==> src/rtl/comparator_pkg.sv <==
// -----------------------------------------------------------------------------
// comparator_pkg
//
// Shared definitions for the four_bit_comparator slice.
//   CMP_WIDTH     operand width, fixed by the scalar bit ports of the top
//   cmp_result_e  internal compare verdict, carried before decode to flags
//   cmp_encode    {gt, lt, eq} flags -> verdict, priority gt > lt > eq
//   cmp_decode    verdict -> {gt, lt, eq} flags
// -----------------------------------------------------------------------------
package comparator_pkg;

    localparam int CMP_WIDTH = 4;

    typedef enum logic [1:0] {
        CMP_NONE = 2'd0,
        CMP_LT   = 2'd1,
        CMP_EQ   = 2'd2,
        CMP_GT   = 2'd3
    } cmp_result_e;

    // Non-one-hot inputs resolve by priority so that a malformed cascade
    // input can never produce more than one asserted flag downstream.
    function automatic cmp_result_e cmp_encode(input logic gt,
                                               input logic lt,
                                               input logic eq);
        cmp_result_e res;
        if (gt) begin
            res = CMP_GT;
        end else if (lt) begin
            res = CMP_LT;
        end else if (eq) begin
            res = CMP_EQ;
        end else begin
            res = CMP_NONE;
        end
        return res;
    endfunction

    // Returns {gt, lt, eq}.
    function automatic logic [2:0] cmp_decode(input cmp_result_e res);
        logic [2:0] flags;
        case (res)
            CMP_GT:  flags = 3'b100;
            CMP_LT:  flags = 3'b010;
            CMP_EQ:  flags = 3'b001;
            default: flags = 3'b000;
        endcase
        return flags;
    endfunction

endpackage

==> src/rtl/bit_compare_cell.sv <==
// -----------------------------------------------------------------------------
// bit_compare_cell
//
// One bit of an MSB-first magnitude compare chain. The upstream triple carries
// the verdict of all more-significant bits; once a difference has been found
// (eq_in = 0) it passes through untouched, otherwise this bit decides.
//
// Ports
//   a_i, b_i                  operand bits at this position
//   gt_in, lt_in, eq_in       verdict from the more-significant bits
//   gt_out, lt_out, eq_out    verdict including this bit
// -----------------------------------------------------------------------------
module bit_compare_cell (
    input  logic a_i,
    input  logic b_i,
    input  logic gt_in,
    input  logic lt_in,
    input  logic eq_in,
    output logic gt_out,
    output logic lt_out,
    output logic eq_out
);

    always_comb begin
        gt_out = gt_in;
        lt_out = lt_in;
        eq_out = 1'b0;
        if (eq_in) begin
            gt_out = a_i & ~b_i;
            lt_out = ~a_i & b_i;
            eq_out = ~(a_i ^ b_i);
        end
    end

endmodule

==> src/rtl/four_bit_comparator.sv <==
// -----------------------------------------------------------------------------
// four_bit_comparator
//
// Registered magnitude comparator for two unsigned 4-bit operands given as
// scalar bits. Four bit_compare_cell instances are chained MSB to LSB; the
// verdict is loaded into the flag register when in_valid is high and held
// otherwise. out_valid marks the cycle after each accepted operand pair.
//
// Ports
//   clk                 system clock, rising edge
//   rst                 asynchronous active-high reset, clears flags/out_valid
//   A3..A0, B3..B0      operand bits (3 = MSB)
//   in_valid            operands valid this cycle
//   A_gt_B, A_lt_B,     registered compare flags, one-hot after the first
//   A_eq_B              valid result, all zero out of reset
//   out_valid           flags hold a fresh result this cycle
//
// Build option
//   FOUR_BIT_COMPARATOR_CASCADE_EN
//       adds casc_gt_in / casc_lt_in / casc_eq_in from a less-significant
//       stage; they decide the result when the local operands are equal.
// -----------------------------------------------------------------------------
module four_bit_comparator
    import comparator_pkg::*;
(
    input  logic clk,
    input  logic rst,
    input  logic A3,
    input  logic A2,
    input  logic A1,
    input  logic A0,
    input  logic B3,
    input  logic B2,
    input  logic B1,
    input  logic B0,
    input  logic in_valid,
`ifdef FOUR_BIT_COMPARATOR_CASCADE_EN
    input  logic casc_gt_in,
    input  logic casc_lt_in,
    input  logic casc_eq_in,
`endif
    output logic A_gt_B,
    output logic A_lt_B,
    output logic A_eq_B,
    output logic out_valid
);

    logic [CMP_WIDTH-1:0] a_vec;
    logic [CMP_WIDTH-1:0] b_vec;

    assign a_vec = {A3, A2, A1, A0};
    assign b_vec = {B3, B2, B1, B0};

    // Index CMP_WIDTH is the chain head ("equal so far"); index 0 is the
    // verdict after the LSB.
    logic [CMP_WIDTH:0] gt_chain;
    logic [CMP_WIDTH:0] lt_chain;
    logic [CMP_WIDTH:0] eq_chain;

    assign gt_chain[CMP_WIDTH] = 1'b0;
    assign lt_chain[CMP_WIDTH] = 1'b0;
    assign eq_chain[CMP_WIDTH] = 1'b1;

    for (genvar i = CMP_WIDTH - 1; i >= 0; i--) begin : g_cell
        bit_compare_cell u_cell (
            .a_i    (a_vec[i]),
            .b_i    (b_vec[i]),
            .gt_in  (gt_chain[i+1]),
            .lt_in  (lt_chain[i+1]),
            .eq_in  (eq_chain[i+1]),
            .gt_out (gt_chain[i]),
            .lt_out (lt_chain[i]),
            .eq_out (eq_chain[i])
        );
    end

    cmp_result_e local_result;
    cmp_result_e final_result;

    assign local_result = cmp_encode(gt_chain[0], lt_chain[0], eq_chain[0]);

`ifdef FOUR_BIT_COMPARATOR_CASCADE_EN
    cmp_result_e casc_result;

    assign casc_result = cmp_encode(casc_gt_in, casc_lt_in, casc_eq_in);

    // Equal local operands defer to the less-significant stage. An all-zero
    // cascade input carries no information, so it reads as "equal".
    always_comb begin
        final_result = local_result;
        if (local_result == CMP_EQ) begin
            final_result = (casc_result == CMP_NONE) ? CMP_EQ : casc_result;
        end
    end
`else
    assign final_result = local_result;
`endif

    logic [2:0] flags_d;
    logic [2:0] flags_q;
    logic       out_valid_d;
    logic       out_valid_q;

    always_comb begin
        flags_d     = flags_q;
        out_valid_d = in_valid;
        if (in_valid) begin
            flags_d = cmp_decode(final_result);
        end
    end

    always_ff @(posedge clk or posedge rst) begin
        if (rst) begin
            flags_q     <= 3'b000;
            out_valid_q <= 1'b0;
        end else begin
            flags_q     <= flags_d;
            out_valid_q <= out_valid_d;
        end
    end

    assign A_gt_B    = flags_q[2];
    assign A_lt_B    = flags_q[1];
    assign A_eq_B    = flags_q[0];
    assign out_valid = out_valid_q;

endmodule

==> config.mk <==
export PLATFORM = sky130hd
export DESIGN_NAME = four_bit_comparator
export DESIGN_NICKNAME = d
export VERILOG_FILES = /design/src/rtl/comparator_pkg.sv /design/src/rtl/bit_compare_cell.sv /design/src/rtl/four_bit_comparator.sv
export SDC_FILE = /design/constraint.sdc
export NUM_CORES = 1
export LEC_CHECK = 0
export CORE_MARGIN = 10
export CORE_UTILIZATION = 25
export DETAILED_ROUTE_END_ITERATION = 12
export HOLD_SLACK_MARGIN = 0.15
export PLACE_DENSITY = 0.61
export SLEW_MARGIN = 20
export SYNTH_ARGS = -nofsm -noshare
export SYNTH_HDL_FRONTEND = slang
export SYNTH_SLANG_ARGS = --single-unit
==> constraint.sdc <==
create_clock -name clk -period 0.8 [get_ports clk]
set_input_delay 0.16 -clock clk [delete_from_list [all_inputs] [get_ports clk]]
set_output_delay 0.16 -clock clk [all_outputs]
set_load 0.05 [all_outputs]
==> Yosys cells after proc, flatten, opt, wreduce, memory -nomap -nowiden <==
Cells that the tools add are included.
{ "totals": {"register_bits": 4, "word_cells": 41, "output_inout_bits": 4, "input_bits": 11} }
{ "classes": {"muxes": 13, "n_eq_ne": 3, "bitwise_logic": 23} }
{ "op_table": {"columns": ["cell", "count"], "rows": [
  ["$not 1->1", 11],
  ["$mux 1", 9],
  ["$pmux 3 s3", 1],
  ["$and 1x1->1", 8],
  ["$mux 2", 3],
  ["$eq 2x2->1 const B", 2],
  ["$xor 1x1->1", 4],
  ["$eq 2x1->1 const B", 1]
]} }

==> Logic depth before layout (Yosys ltp) <==
Gate-level depths: netlist of the first run.
{ "depth": {"depth_word": 10, "depth_mapped": 5, "ltp_nobuf": 5} }

==> Hierarchy <==
A second synthesis of the first run with hierarchy kept.
{ "hier_totals": {"hier_cells": 41, "area_unflattened_um2": 405.4} }
{ "by_module_without_submodules": {"columns": ["mod", "n_inst", "area_each_um2", "seq_area_each_um2", "cells_each"], "rows": [
  ["bit_compare_cell", 4, 62.6, 0.0, 7],
  ["four_bit_comparator", 1, 155.1, 100.1, 13]
]} }

==> Least setup slack after synthesis of the first run <==
No wires, ideal clock.
{ "synth_timing": {"path_type": "input-to-reg", "startpoint": "input A3", "endpoint": "register flags_q[1]", "setup_ns": 0.096, "arrival_time_ns": 1.168, "t_required_ns": 0.704, "path_slack_ns": -0.464, "stages": 5, "n_path_buf": 0, "path_cell_list": "inv_1 > ha_1 > and2_1 > a221o_1 > o32ai_2"} }
{ "synth_via": {"elab_chain_cells": 9, "elab_cells_between_ends": 20, "classes_between": "eq/ne: 3; mux: 13; bitwise: 4"} }
{ "synth_lines": {"columns": ["element", "line_no", "text"], "rows": [
  ["start, declared", "four_bit_comparator.sv:28", "input logic A3,"],
  ["$xor 1x1->1 / $not 1->1 (equally long branches)", "bit_compare_cell.sv:31, bit_compare_cell.sv:30", null],
  ["$mux 1 / $and 1x1->1 (equally long branches)", "bit_compare_cell.sv:28, bit_compare_cell.sv:30", null],
  ["$mux 1 (2 in series)", "bit_compare_cell.sv:28", "if (eq_in) begin"],
  ["$mux 2 / $mux 1 (equally long branches)", "comparator_pkg.sv:31, bit_compare_cell.sv:28", null],
  ["$mux 2", "comparator_pkg.sv:29", "end else if (lt) begin"],
  ["$mux 2 *", "comparator_pkg.sv:27", "if (gt) begin"],
  ["$eq 2x2->1 / $eq 2x1->1 (equally long branches)", "comparator_pkg.sv:42", "case (res)"],
  ["$pmux 3 s3 *", "comparator_pkg.sv:42", null],
  ["end signal, assigned", "four_bit_comparator.sv:117", "flags_q <= flags_d;"],
  ["end, declared", "four_bit_comparator.sv:100", "logic [2:0] flags_q;"]
]} }
Every way passes the cells marked *; elsewhere a longest branch is shown, timed or not.
A chain may end at the register's enable or synchronous reset.

==> Worst setup path in the final report of the first run <==
Same ends and word-level chain as after synthesis.

==> results of run 1 <==
## sequential cells by signal, summed over array words and instances (netlist names)
register   cells
flags_q        3
out_valid      1
## final cells by class
| type | instances | area (µm²) | share of cell area [%] |
|---|---|---|---|
| multi-input combinational | 22 | 278 | 38.9 |
| clock buffer | 3 | 22.5 | 3.15 |
| timing repair buffer | 22 | 246 | 34.5 |
| inverter | 11 | 48.8 | 6.83 |
| sequential | 4 | 100 | 14.0 |
| tap | 15 | 18.8 | 2.63 |
## stage by stage
step	util, %	hold slack, ps	total power (W)	setup WS [ps]
3_3_place_gp	47.3	356	0.000631	-851
5_1_grt	54.2	143	0.000984	-308
3_5_place_dp	47.3	354	0.000630	-863
6_report	54.2	116	0.000917	-265
2_1_floorplan	-	-73.9	0.000433	-309
4_1_cts	52.4	119	0.000922	-277
## cells in the final DEF (no fill, tap or decap), types with 2 or more instances in the layout
| master | count |
|---|---|
| inv_4 | 3 |
| ha_1 | 4 |
| clkbuf_4 | 3 |
| buf_4 | 6 |
| ha_4 | 3 |
| buf_6 | 6 |
| dfrtp_1 | 4 |
| nor2_1 | 2 |
| inv_1 | 8 |
| buf_12 | 4 |
## logic make-up (layout without fill, tap and decap cells)
logic type / Yosys count / count (layout) / share of synthesized area, %
buffers and inverters: 11 / 36 / 11.7
and+or+nand+nor: 7 / 7 / 11.0
muxes: 2 / 2 / 5.69
DFF: 4 / 4 / 28.5
AOI/OAI and AO/OA: 5 / 5 / 14.6
adders and majority gates: 8 / 8 / 28.5
## how the worst max path moves through the flow
stage	startpoint	end	slack, ps
after floorplan	A2	flags_q[1]$_DFFE_PP0P_	-310
after global placement	A2	flags_q[1]$_DFFE_PP0P_	-850
after detailed placement	A2	flags_q[1]$_DFFE_PP0P_	-860
after CTS	A3	flags_q[1]$_DFFE_PP0P_	-280
after global routing	B1	flags_q[1]$_DFFE_PP0P_	-310
final	A3	flags_q[1]$_DFFE_PP0P_	-270
## layer usage
| layer | wire length, µm | GRT usage (%) |
|---|---|---|
| met5 | 0 | 0 |
| met3 | 86 | 3.10 |
| met2 | 376 | 7.52 |
| met1 | 295 | 5.24 |
| met4 | 9 | 4.03 |
## timing repair
action	4_1_cts	5_1_grt
hold endpoints to repair	4	4
resized for setup	39	10
pin swaps	10	6
buffers inserted	5	0
setup endpoints to repair	7	7
gates cloned	0	0
## report_power, final
group,switching [W],total (W),internal [W]
Clock,0.0000695,0.000236,0.000167
Combinational,0.000188,0.000437,0.000249
Sequential,0.0000202,0.000244,0.000224
## critical path, cell delays in order
cell	delay [ps]
buf_6	100
inv_4	50
ha_4	200
buf_4	130
a221o_1	320
o32ai_2	250
## Yosys cell counts
| cell | number | area share (%) |
|---|---|---|
| mux2i_1 | 2 | 5.7 |
| nand2_1 | 1 | 1.1 |
| o32ai_2 | 1 | 4.6 |
| nor2_1 | 2 | 2.1 |
| inv_1 | 11 | 12 |
| a221o_1 | 1 | 2.8 |
| and2_1 | 1 | 1.8 |
| nor2b_1 | 1 | 1.8 |
| o31ai_1 | 1 | 2.1 |
| ha_1 | 8 | 28 |
| nand4b_1 | 1 | 2.5 |
| nand2b_1 | 1 | 1.8 |
| dfrtp_1 | 4 | 28 |
| o22a_1 | 1 | 2.5 |
| o221ai_1 | 1 | 2.5 |
==> metrics.md, run 1 <==
| Metric | Value |
|---|---|
| Hold crit path type | input port to async pin |
| Clock buffer depth | 2 |
| P per Cell Area | 1280 nW/µm² |
| Clock period minus worst slack | 1070 ps |
| Global-route wire length before repair | 1360 µm |
| CP Max Fanout | 3 |
| Vias per cell | 4.36 |
| Achievable Freq | 939 MHz |
| FP Rows | 13 |
| DRC | 0 |
| Post-DP Area | 623 µm² |
| Pins Over Slew Limit | 0 |
| Ys Warns | 0 |
| Setup WS post-layout | -265 ps |
| Worst-Skew Late Latency | between 200 and 250 ps |
| IO Count | 15 |
| # Max-Cap Violations | 0 |
| Setup CP Type | input port to flip-flop |
| Setup Viol. Count Final | 7 |
| Die width | 57.5 µm |
| Initial antenna violation count | 0 |
| CTS tree | yes |
| Final WL | 768 µm |
| Finished Cell Area | 714 µm² |
| Worst r2r src | flags_q[2]$_DFFE_PP0P_ |
| #FFs+latches synth | 4 |
| Critical path arrival | roughly 1200 ps |
| Synthesized area | 352 µm² |
| Period utilisation layout | 133% |
| Failing checks | negative setup slack |
| GRT overflow | 0 |
| Endpoint of the worst-slack reg-to-reg timing path | flags_q[2]$_DFFE_PP0P_ |
| Ant diodes | 0 |
| Outcome | complete, but fails checks |
| Initial Utilization | 26.7% |
| FF-to-FF path depth | 2 |
| Slew of the pin with the lowest slew margin | 263 ps |
| Die span in y | 57.5 µm |
| Worst vdd ir | ~0.44 mV |
| P&R area growth vs syn | 103% |
| Flop2flop setup slack | -30 ps |
| TritonCTS Sinks | 4 |
| H-Tree Level Count | 1 |
| GPL Wtd Cong | 0.680 |
| Share of layout cells above drive strength 1 | 58.1% |
| Placed cells | 70 |
| Non-filler cells, final | 77 |
| Core area | between 1000 and 1500 µm² |
| Sequential area share after synthesis | 28.5% |
| Critical Path RT | 930 ps |
| Cell count after synthesis | 37 |
| Rel. slew slack | between 80% and 90% |
| Worst-path clk slew | around 40 ps |
| Hpwl dp | roughly 670 µm |
| Vias | 336 |
| Port bufs | 14 |
| Clock Skew | 0 ps |
| Mean post-synth cell area | 9.50 µm² |
| DRT Pass-1 Iters | 2 |
| Tot GR Track Use | 5.16% |
| Post-synthesis cell type count | 15 |
| Hold Violations, Final | 0 |
| TNS Setup | -1220 ps |
| Iter 0 DRT Violations | 1 |
| RSZ-0062 raised after global routing | true |
| WL/cell | 9.97 µm |
| Crit start category | input port |
| Die ar. | about 3300 µm² |
| Vias in the first global route | ~340 |
| Nets@finish | 83 |
| Leak pwr | 0.349 nW |
| Worst setup EP type | flip-flop |
| Antenna violation net count after detailed routing | 0 |
| Cts bufs inserted | 3 |
| Pin count of the biggest net entering global routing | 5 |
| Root Buffer | clkbuf_4 |
| # fillers | 121 |
| Syn Nets | between 50 and 60 |
(Power assumes the default switching activity.)
==> run 2: changes to the inputs <==
==> constraint.sdc (replaced) <==
create_clock -name clk -period 1.02 [get_ports clk]
set_input_delay 0.204 -clock clk [delete_from_list [all_inputs] [get_ports clk]]
set_output_delay 0.204 -clock clk [all_outputs]
set_load 0.05 [all_outputs]
==> run 2 against run 1 <==
The run still ends with negative setup slack left; global-route usage increased by 0.17 points; die area unchanged; routed wire length increased by 6.4%; via count decreased by 1.2%; critical path type unchanged; highest routed layer unchanged; utilization increased by 1.1 points; register-to-register slack improved by 220 ps; largest cell class unchanged.
==> metrics.md, run 2 (synthesis gave the netlist of run 1 again) <==
| Metric | Value |
|---|---|
| Outcome | complete, but fails checks (unchanged) |
| Failing checks | negative setup slack (unchanged) |
| Leak pwr | 0.345 nW (was 0.349 nW) |
| Rel. slew slack | 80.1% (was 82.5%) |
| Hold Crit Start | B1 |
| Commonest non-fill, non-tap cell in the layout | inv_1 (unchanged) |
| Period utilisation layout | 105% |
| Root Buffer | clkbuf_4 (unchanged) |
| Worst vdd ir | 0.378 mV (was 0.442 mV) |
| Vias in the first global route | 336 (unchanged) |
| Post-DP Area | 623 µm² (unchanged) |
| Vias | 332 (was 336) |
| Critical path arrival | 1210 ps (was 1200 ps) |
| Die span in y | 57.5 µm (unchanged) |
| Cts bufs inserted | 3 (unchanged) |
| Largest reg by FF count | flags_q (unchanged) |
| Hold Violations, Final | 0 (unchanged) |
| Worst-Skew Late Latency | 240 ps (was 230 ps) |
| Initial antenna violation count | 0 (unchanged) |
| RSZ-0062 raised after global routing | true (unchanged) |
| # Max-Cap Violations | 0 (unchanged) |
| Global-route wire length before repair | 1380 µm (was 1360 µm) |
| Hold crit path type | input port to flip-flop (was input port to async pin) |
| GRT overflow | 0 (unchanged) |
| Reg area | 100 µm² (unchanged) |
| Pins Over Slew Limit | 0 (unchanged) |
| Hpwl dp | 662 µm (was 670 µm) |
| Clock period minus worst slack | 1070 ps |
| Iter 0 DRT Violations | 0 (was 1) |
| DRT Pass-1 Iters | 1 (was 2) |
| Core area | 1320 µm² (unchanged) |
| CP Max Fanout | 3 (unchanged) |
| Setup CP Type | input port to flip-flop (unchanged) |
| Antenna violation net count after detailed routing | 0 (unchanged) |
| # fillers | 110 (was 121) |
| Clock buffer depth | 2 (unchanged) |
| Share of layout cells above drive strength 1 | 54.1% (was 58.1%) |
| WL/cell | 10.8 µm (was 9.97 µm) |
| Worst r2r src | flags_q[1]$_DFFE_PP0P_ (was flags_q[2]$_DFFE_PP0P_) |
| Slew of the pin with the lowest slew margin | 299 ps (was 263 ps) |
| Max FFs per register | 3 (unchanged) |
| P&R area growth vs syn | 107% (was 103%) |
| Vias per cell | 4.37 (was 4.36) |
| Achievable Freq | around 940 MHz |
| Setup WS post-layout | -47.8 ps (was -265 ps) |
| Setup Viol. Count Final | 1 (was 7) |
| DRC | 0 (unchanged) |
| Die ar. | 3310 µm² (unchanged) |
| Most frequent cells in the layout | inv_1 (8), buf_4 (5) (was inv_1 (8), buf_6 (6), buf_4 (6)) |
| IO Count | 15 (unchanged) |
| Finished Cell Area | 729 µm² (was 714 µm²) |
| H-Tree Level Count | 1 (unchanged) |
| Final WL | 817 µm (was 768 µm) |
| Nets@finish | 82 (was 83) |
| CTS tree | yes (unchanged) |
| Initial Utilization | 26.7% (unchanged) |
| FP Rows | 13 (unchanged) |
| Critical Path RT | 1170 ps (was 930 ps) |
| Worst setup EP type | flip-flop (unchanged) |
| Die width | 57.5 µm (unchanged) |
| P per Cell Area | 1020 nW/µm² (was 1280 nW/µm²) |
| Clock Skew | 0 ps (unchanged) |
| Crit start category | input port (unchanged) |
| Pin count of the biggest net entering global routing | 5 (unchanged) |
| Setup crit start | B2 (was A3) |
| TritonCTS Sinks | 4 (unchanged) |
| Port bufs | 14 (unchanged) |
| Ant diodes | 0 (unchanged) |
| Final core occ | 55.4% (was 54.2%) |
| Tot GR Track Use | 5.34% (was 5.16%) |
| Worst-path clk slew | 40 ps (about the same) |
| GPL Wtd Cong | 0.680 (unchanged) |
| Multi-input logic area | 287 µm² (was 278 µm²) |
==> run 2: repair_timing <==
item / CTS / global route
hold buffers: 1 / 0
endpoints found under the setup margin: 3 / 5
endpoints found under the hold margin: 2 / 0
pin swaps: 9 / 6
resized for setup: 33 / 18
setup buffers: 2 / 1
==> run 2: worst max-delay path, stage by stage <==
cell     delay (ps)
buf_6           100
ha_4            230
and2_4          160
a221o_1         320
o32ai_4         190
==> run 2: per-layer routing <==
metal / track usage, % / part of all wire, % / vias to the layer above
li1: - / - / 171
met3: 2.65 / 8.2 / 2
met2: 8.44 / 49 / 11
met1: 4.87 / 41 / 148
met4: 5.03 / 1.7 / 0
met5: 0 / 0 / -
==> run 2: final cells by class <==
type | instances | share of cell area, %
multi-input combinational | 22 | 39.3
sequential | 4 | 13.7
clock buffer | 3 | 3.09
tap | 15 | 2.57
timing repair buffer | 21 | 34.6
inverter | 11 | 6.69
==> run 2: worst paths after layout <==
| path | end | slack (ps) | cells after the start |
|---|---|---|---|
| max reg2reg | flags_q[1]$_DFFE_PP0P_ | 190 | 3 |
| min reg2reg | flags_q[0]$_DFFE_PP0P_ | 560 | 2 |
| min in group asynchronous | flags_q[0]$_DFFE_PP0P_ | 720 | 3 |
| max | flags_q[1]$_DFFE_PP0P_ | -50 | 5 |
| max in group asynchronous | out_valid$_DFF_PP0_ | 150 | 3 |
| min | flags_q[0]$_DFFE_PP0P_ | 470 | 4 |
==> run 2: report_power, final <==
part / switching [W] / internal (W)
Combinational: 0.000153 / 0.000203
Clock: 0.0000656 / 0.000132
Sequential: 0.0000164 / 0.000175
Total: 0.000235 / 0.000510
==> run 2: per-stage QoR <==
step	hold slack (ps)	TNS [ps]	worst slack (ps)	instances	power, W
global placement	400	-1830	-678	70	0.000495
CTS	485	-99.5	-90.4	76	0.000712
global route	469	-139	-89.1	76	0.000796
floorplan	-29.9	-164	-133	37	0.000340
finish	465	-47.8	-47.8	76	0.000745
detailed placement	397	-1870	-688	70	0.000494
==> run 3: changes to the inputs <==
==> constraint.sdc (replaced) <==
create_clock -name clk -period 1.15 [get_ports clk]
set_input_delay 0.23 -clock clk [delete_from_list [all_inputs] [get_ports clk]]
set_output_delay 0.23 -clock clk [all_outputs]
set_load 0.05 [all_outputs]
==> run 3 against run 2 <==
The run now ends clean; sequential cell count is the same; count of clock-buffer cells in the layout stayed put; cell area down 9.9%; highest routed layer is now met3; register-to-register slack improved by 200 ps; cell count is 2.6% lower; worst setup slack improved by 72 ps; critical endpoint is now flags_q[0]$_DFFE_PP0P_; largest cell class unchanged.
==> metrics.md, run 3 (synthesis gave the netlist of run 1 again) <==
| Metric | Value |
|---|---|
| Outcome | completed (was complete, but fails checks) |
| Critical path arrival | 1260 ps (was 1210 ps) |
| Die width | 57.5 µm (unchanged) |
| Global-route wire length before repair | 1390 µm (was 1380 µm) |
| Most frequent cells in the layout | inv_1 (8), buf_2 (5), buf_4 (5) (was inv_1 (8), buf_4 (5)) |
| Max FFs per register | 3 (unchanged) |
| Core area | 1320 µm² (unchanged) |
| Clock Skew | 0 ps (unchanged) |
| Achievable Freq | 888 MHz |
| Rel. slew slack | 78.8% (was 80.1%) |
| Ant diodes | 0 (unchanged) |
| Multi-input logic area | 284 µm² (was 287 µm²) |
| TritonCTS Sinks | 4 (unchanged) |
| Setup CP Type | input port to flip-flop (unchanged) |
| Tot GR Track Use | 5.37% (was 5.34%) |
| P&R area growth vs syn | 86.8% (was 107%) |
| Hpwl dp | 679 µm (was 662 µm) |
| Cts bufs inserted | 3 (unchanged) |
| Pin count of the biggest net entering global routing | 5 (unchanged) |
| Setup Viol. Count Final | 0 (was 1) |
| Final WL | 882 µm (was 817 µm) |
| Initial Utilization | 26.7% (unchanged) |
| Antenna violation net count after detailed routing | 0 (unchanged) |
| Commonest non-fill, non-tap cell in the layout | inv_1 (unchanged) |
| Largest reg by FF count | flags_q (unchanged) |
| Hold crit path type | input port to async pin (was input port to flip-flop) |
| # Max-Cap Violations | 0 (unchanged) |
| FP Rows | 13 (unchanged) |
| Vias in the first global route | 358 (was 336) |
| Vias per cell | 4.41 (was 4.37) |
| WL/cell | 11.9 µm (was 10.8 µm) |
| H-Tree Level Count | 1 (unchanged) |
| Die span in y | 57.5 µm (unchanged) |
| CP Max Fanout | 3 (unchanged) |
| P per Cell Area | 945 nW/µm² (was 1020 nW/µm²) |
| Nets@finish | 80 (was 82) |
| Iter 0 DRT Violations | 5 (was 0) |
| DRT Pass-1 Iters | 4 (was 1) |
| Placed cells | 70 (unchanged) |
| # fillers | 131 (was 110) |
| Critical Path RT | 1290 ps (was 1170 ps) |
| Reg area | 100 µm² (unchanged) |
| CTS tree | yes (unchanged) |
| DRC | 0 (unchanged) |
| Crit start category | input port (unchanged) |
| Die ar. | 3310 µm² (unchanged) |
| Leak pwr | 0.321 nW (was 0.345 nW) |
| Worst hold slack | 183 ps (was 465 ps) |
| Post-DP Area | 621 µm² (was 623 µm²) |
| Slew of the pin with the lowest slew margin | 319 ps (was 299 ps) |
| Pins Over Slew Limit | 0 (unchanged) |
| Clock buffer depth | 2 (unchanged) |
| Worst-path clk slew | 40 ps (about the same) |
| Vias | 326 (was 332) |
| Port bufs | 14 (unchanged) |
| Non-filler cells, final | 74 (was 76) |
| Clock period minus worst slack | 1130 ps |
| IO Count | 15 (unchanged) |
| Finished Cell Area | 657 µm² (was 729 µm²) |
| Worst-Skew Late Latency | 230 ps (was 240 ps) |
| GPL Wtd Cong | 0.679 (was 0.680) |
| GRT overflow | 0 (unchanged) |
| Hold Violations, Final | 0 (unchanged) |
| Root Buffer | clkbuf_4 (unchanged) |
| Share of layout cells above drive strength 1 | 54.2% (was 54.1%) |
| Initial antenna violation count | 0 (unchanged) |
| Period utilisation layout | 97.9% |
| Worst vdd ir | 0.334 mV (was 0.378 mV) |
| Worst setup EP type | flip-flop (unchanged) |
[run 3: changes by cell type in the layout (fill, tap and decap cells not counted), moves of 2 or more]
cell	before	now
buf_8	3	0
inv_4	3	1
inv_2	0	2
buf_6	4	1
buf_2	0	5
[run 3: layout make-up]
class                      instances  area share, %
tap                               15           2.86
sequential                         4           15.2
multi-input combinational         22           43.2
inverter                          11           6.67
clock buffer                       3           3.43
timing repair buffer              19           28.6
[run 3: path summary, 6_finish.rpt]
check | start | end | slack, ps | depth (start not counted)
min | rst | flags_q[1]$_DFFE_PP0P_ | 180 | 2
max reg2reg | flags_q[0]$_DFFE_PP0P_ | flags_q[0]$_DFFE_PP0P_ | 390 | 2
min reg2reg | flags_q[2]$_DFFE_PP0P_ | flags_q[2]$_DFFE_PP0P_ | 560 | 1
min in group clk | B3 | flags_q[1]$_DFFE_PP0P_ | 510 | 4
max in group asynchronous | rst | flags_q[2]$_DFFE_PP0P_ | 820 | 2
max | A2 | flags_q[0]$_DFFE_PP0P_ | 20 | 7
[run 3: stage by stage]
step	total power, W	utilization [%]	setup TNS [ps]	worst slack [ps]
3_3_place_gp	0.000437	47.1	-1620	-570
3_5_place_dp	0.000438	47.1	-1710	-590
6_report	0.000621	49.9	0	24.2
4_1_cts	0.000620	48.4	0	6.06
5_1_grt	0.000654	49.9	-12.2	-7.13
2_1_floorplan	0.000300	-	-28.6	-28.6
[run 3: critical path: stages]
cell and delay (ps):
buf_2 100, inv_2 40, ha_4 270, and2_4 130, buf_4 100, nand4b_1 170
o31ai_4 220
[run 3: what timing repair did]
| action | CTS | global route |
|---|---|---|
| hold buffers | 0 | 0 |
| cloned | 0 | 0 |
| endpoints found under the setup margin | 3 | 3 |
| pin swaps | 6 | 2 |
| resized for setup | 30 | 7 |
| buffers inserted | 2 | 0 |
[run 3: per-layer routing]
layer | share of wire [%] | vias up | global-route usage (%)
met2 | 52 | 11 | 8.59
met1 | 41 | 149 | 4.85
met5 | 0 | - | 0
met4 | 0 | 0 | 5.03
met3 | 7.7 | 0 | 2.65
li1 | - | 166 | -
[run 3: where the power goes]
group / leakage, nW / switching (W) / internal [W] / total [W]
clock network: 0.0138 / 0.0000551 / 0.000117 / 0.000172
registers: 0.0502 / 0.0000147 / 0.000155 / 0.000170
logic: 0.257 / 0.000130 / 0.000149 / 0.000279
==> RTL edit, RTL diff (config.mk and constraints of run 1) <==
Build with the macro `FOUR_BIT_COMPARATOR_CASCADE_EN` defined.
--- a/src/rtl/four_bit_comparator.sv
+++ b/src/rtl/four_bit_comparator.sv
@@ -20,6 +20,8 @@
 //       adds casc_gt_in / casc_lt_in / casc_eq_in from a less-significant
 //       stage; they decide the result when the local operands are equal.
 // -----------------------------------------------------------------------------
+`define FOUR_BIT_COMPARATOR_CASCADE_EN
+
 module four_bit_comparator
     import comparator_pkg::*;
 (
Interface: changed (added casc_eq_in, casc_gt_in and casc_lt_in); port bits go from 15 to 18. No check against the original RTL was run, so the function may have changed too.
==> RTL edit against run 1 <==
The flow still finishes with violations (negative setup slack). Sequential cell count unchanged. Final cell count up 17%. Sequential share of layout area down 1.5 points. Die area up 7.8%. Worst setup slack about the same. Wire length up 36%. Synthesized area up 12%. Design area up 14%. Power up 9.4%. Largest cell class unchanged. Largest power group unchanged.
==> RTL edit: results (changes against run 1) <==
[cts]
htreeDepth=1  ; unchanged
numCtsBuffers=3  ; unchanged

[logic_synthesis]
synthDistinctLibCells=19  ; was 15
synthArstFlopShare_pct=100  ; unchanged
ys_seq_area_share_pct=25.4  ; was 28.5%
synthTopCellsByCount=inv_1, ha_1, dfrtp_1, nand2b_1  ; was inv_1, ha_1, dfrtp_1, mux2i_1, nor2_1
syn-num-nets=67  ; was 56
yosys-top-cells-area=dfrtp_1, ha_1, inv_1, mux2i_1, nand2b_1  ; was dfrtp_1, ha_1, inv_1, mux2i_1, o32ai_2

[place]
place.gp.congestion=0.676  ; was 0.680
dpl_worst_slack_ps=-1030  ; was -863 ps
dp_hpwl_um=830  ; was 670 um
portBuffers=16  ; was 14

[critical_path]
reg2reg_depth=3  ; was 2
critical_path_arrival_ps=1180  ; was 1200 ps
path_max_fanout=2  ; was 3

[finish]
drive_above_1_share_pct=60.8  ; was 58.1%
nets=98  ; was 83
fill_cells=152  ; was 121

[timing]
setup_viol_count_final=7  ; unchanged
fin_ws_ps=-265  ; about the same
slew_headroom_pct=83.0  ; was 82.5%
whs_ps=108  ; was 116 ps

[global_route]
grt_pass1_vias=417  ; was 336
grt_max_degree=6  ; was 5
grt_pass1_wl_um=1720  ; was 1360 um
antenna_found_initial=0  ; unchanged
grt_usage_pct=6.23  ; was 5.16%

[power]
p_leak_nw=0.379  ; was 0.349 nW
ir_worst_vdd_uv=462  ; was 442 uV

[detailed_routing]
first_iter_violations=3  ; was 1
routed_wl_um=1050  ; was 768 um
routed_via_density=4.51  ; was 4.36
firstDrtPassIters=2  ; unchanged

[outcome]
status=complete, but fails checks  ; unchanged
violations=negative setup slack  ; unchanged

RTL edit: report_power, final:
group	switching (W)	internal (W)	leakage, nW
Clock	0.0000796	0.000168	0.0138
Combinational	0.000228	0.000292	0.317
Sequential	0.0000132	0.000224	0.0482
RTL edit: layout make-up:
cell class,count,share of cell area (%)
Clock buffer,3,2.76
Inverter,10,5.51
Multi-Input combinational cell,31,44.7
Sequential cell,4,12.6
Tap cell,16,2.45
Timing Repair Buffer,26,32.0
RTL edit: logic make-up (layout without fill, tap and decap cells):
group | after synthesis | after routing | synth area share (%)
flip-flops | 4 | 4 | 25.4
AND/OR/NAND/NOR | 13 | 13 | 20.0
adder cells (fa/ha/maj) | 8 | 8 | 25.4
AO/OA/AOI/OAI | 8 | 8 | 14.6
buffers and inverters | 10 | 39 | 9.52
multiplexers | 2 | 2 | 5.08
RTL edit: repair_timing:
| item | 4_1_cts | 5_1_grt |
|---|---|---|
| setup buffers | 3 | 1 |
| resized for setup | 51 | 1 |
| pin swaps | 11 | 0 |
| setup endpoints to repair | 7 | 7 |
| gates cloned | 0 | 0 |
| endpoints found under the hold margin | 4 | 4 |
RTL edit: how the worst max path moves through the flow:
| stage | start | cells past startpoint | slack, ps | to |
|---|---|---|---|---|
| after floorplan | flags_q[2]$_DFFE_PP0P_ | 3 | -370 | flags_q[2]$_DFFE_PP0P_ |
| after global placement | A1 | 7 | -1030 | flags_q[1]$_DFFE_PP0P_ |
| after detailed placement | A1 | 7 | -1030 | flags_q[1]$_DFFE_PP0P_ |
| after CTS | flags_q[2]$_DFFE_PP0P_ | 3 | -260 | flags_q[2]$_DFFE_PP0P_ |
| after global routing | flags_q[2]$_DFFE_PP0P_ | 3 | -300 | flags_q[2]$_DFFE_PP0P_ |
| final | flags_q[2]$_DFFE_PP0P_ | 3 | -260 | flags_q[2]$_DFFE_PP0P_ |
RTL edit: metrics by stage:
step           instance area, um^2  TNS, ps  cells
2_1_floorplan                  472     -882     45
3_3_place_gp                   737    -3020     83
3_5_place_dp                   737    -3040     83
4_1_cts                        803    -1400     89
5_1_grt                        817    -1680     90
6_report                       817    -1380     90
RTL edit: worst max-delay path, stage by stage (launching register included):
cell and delay (ps):
dfrtp_2 400, or2_4 240, nor3b_4 150, a22o_1 170
RTL edit: routing by layer:
metal / share of wire (%) / vias to the layer above / GRT usage (%)
met5: 0 / - / 0
li1: - / 206 / -
met3: 8.8 / 2 / 2.97
met2: 49 / 11 / 10.1
met4: 0.57 / 0 / 3.85
met1: 42 / 187 / 6.26
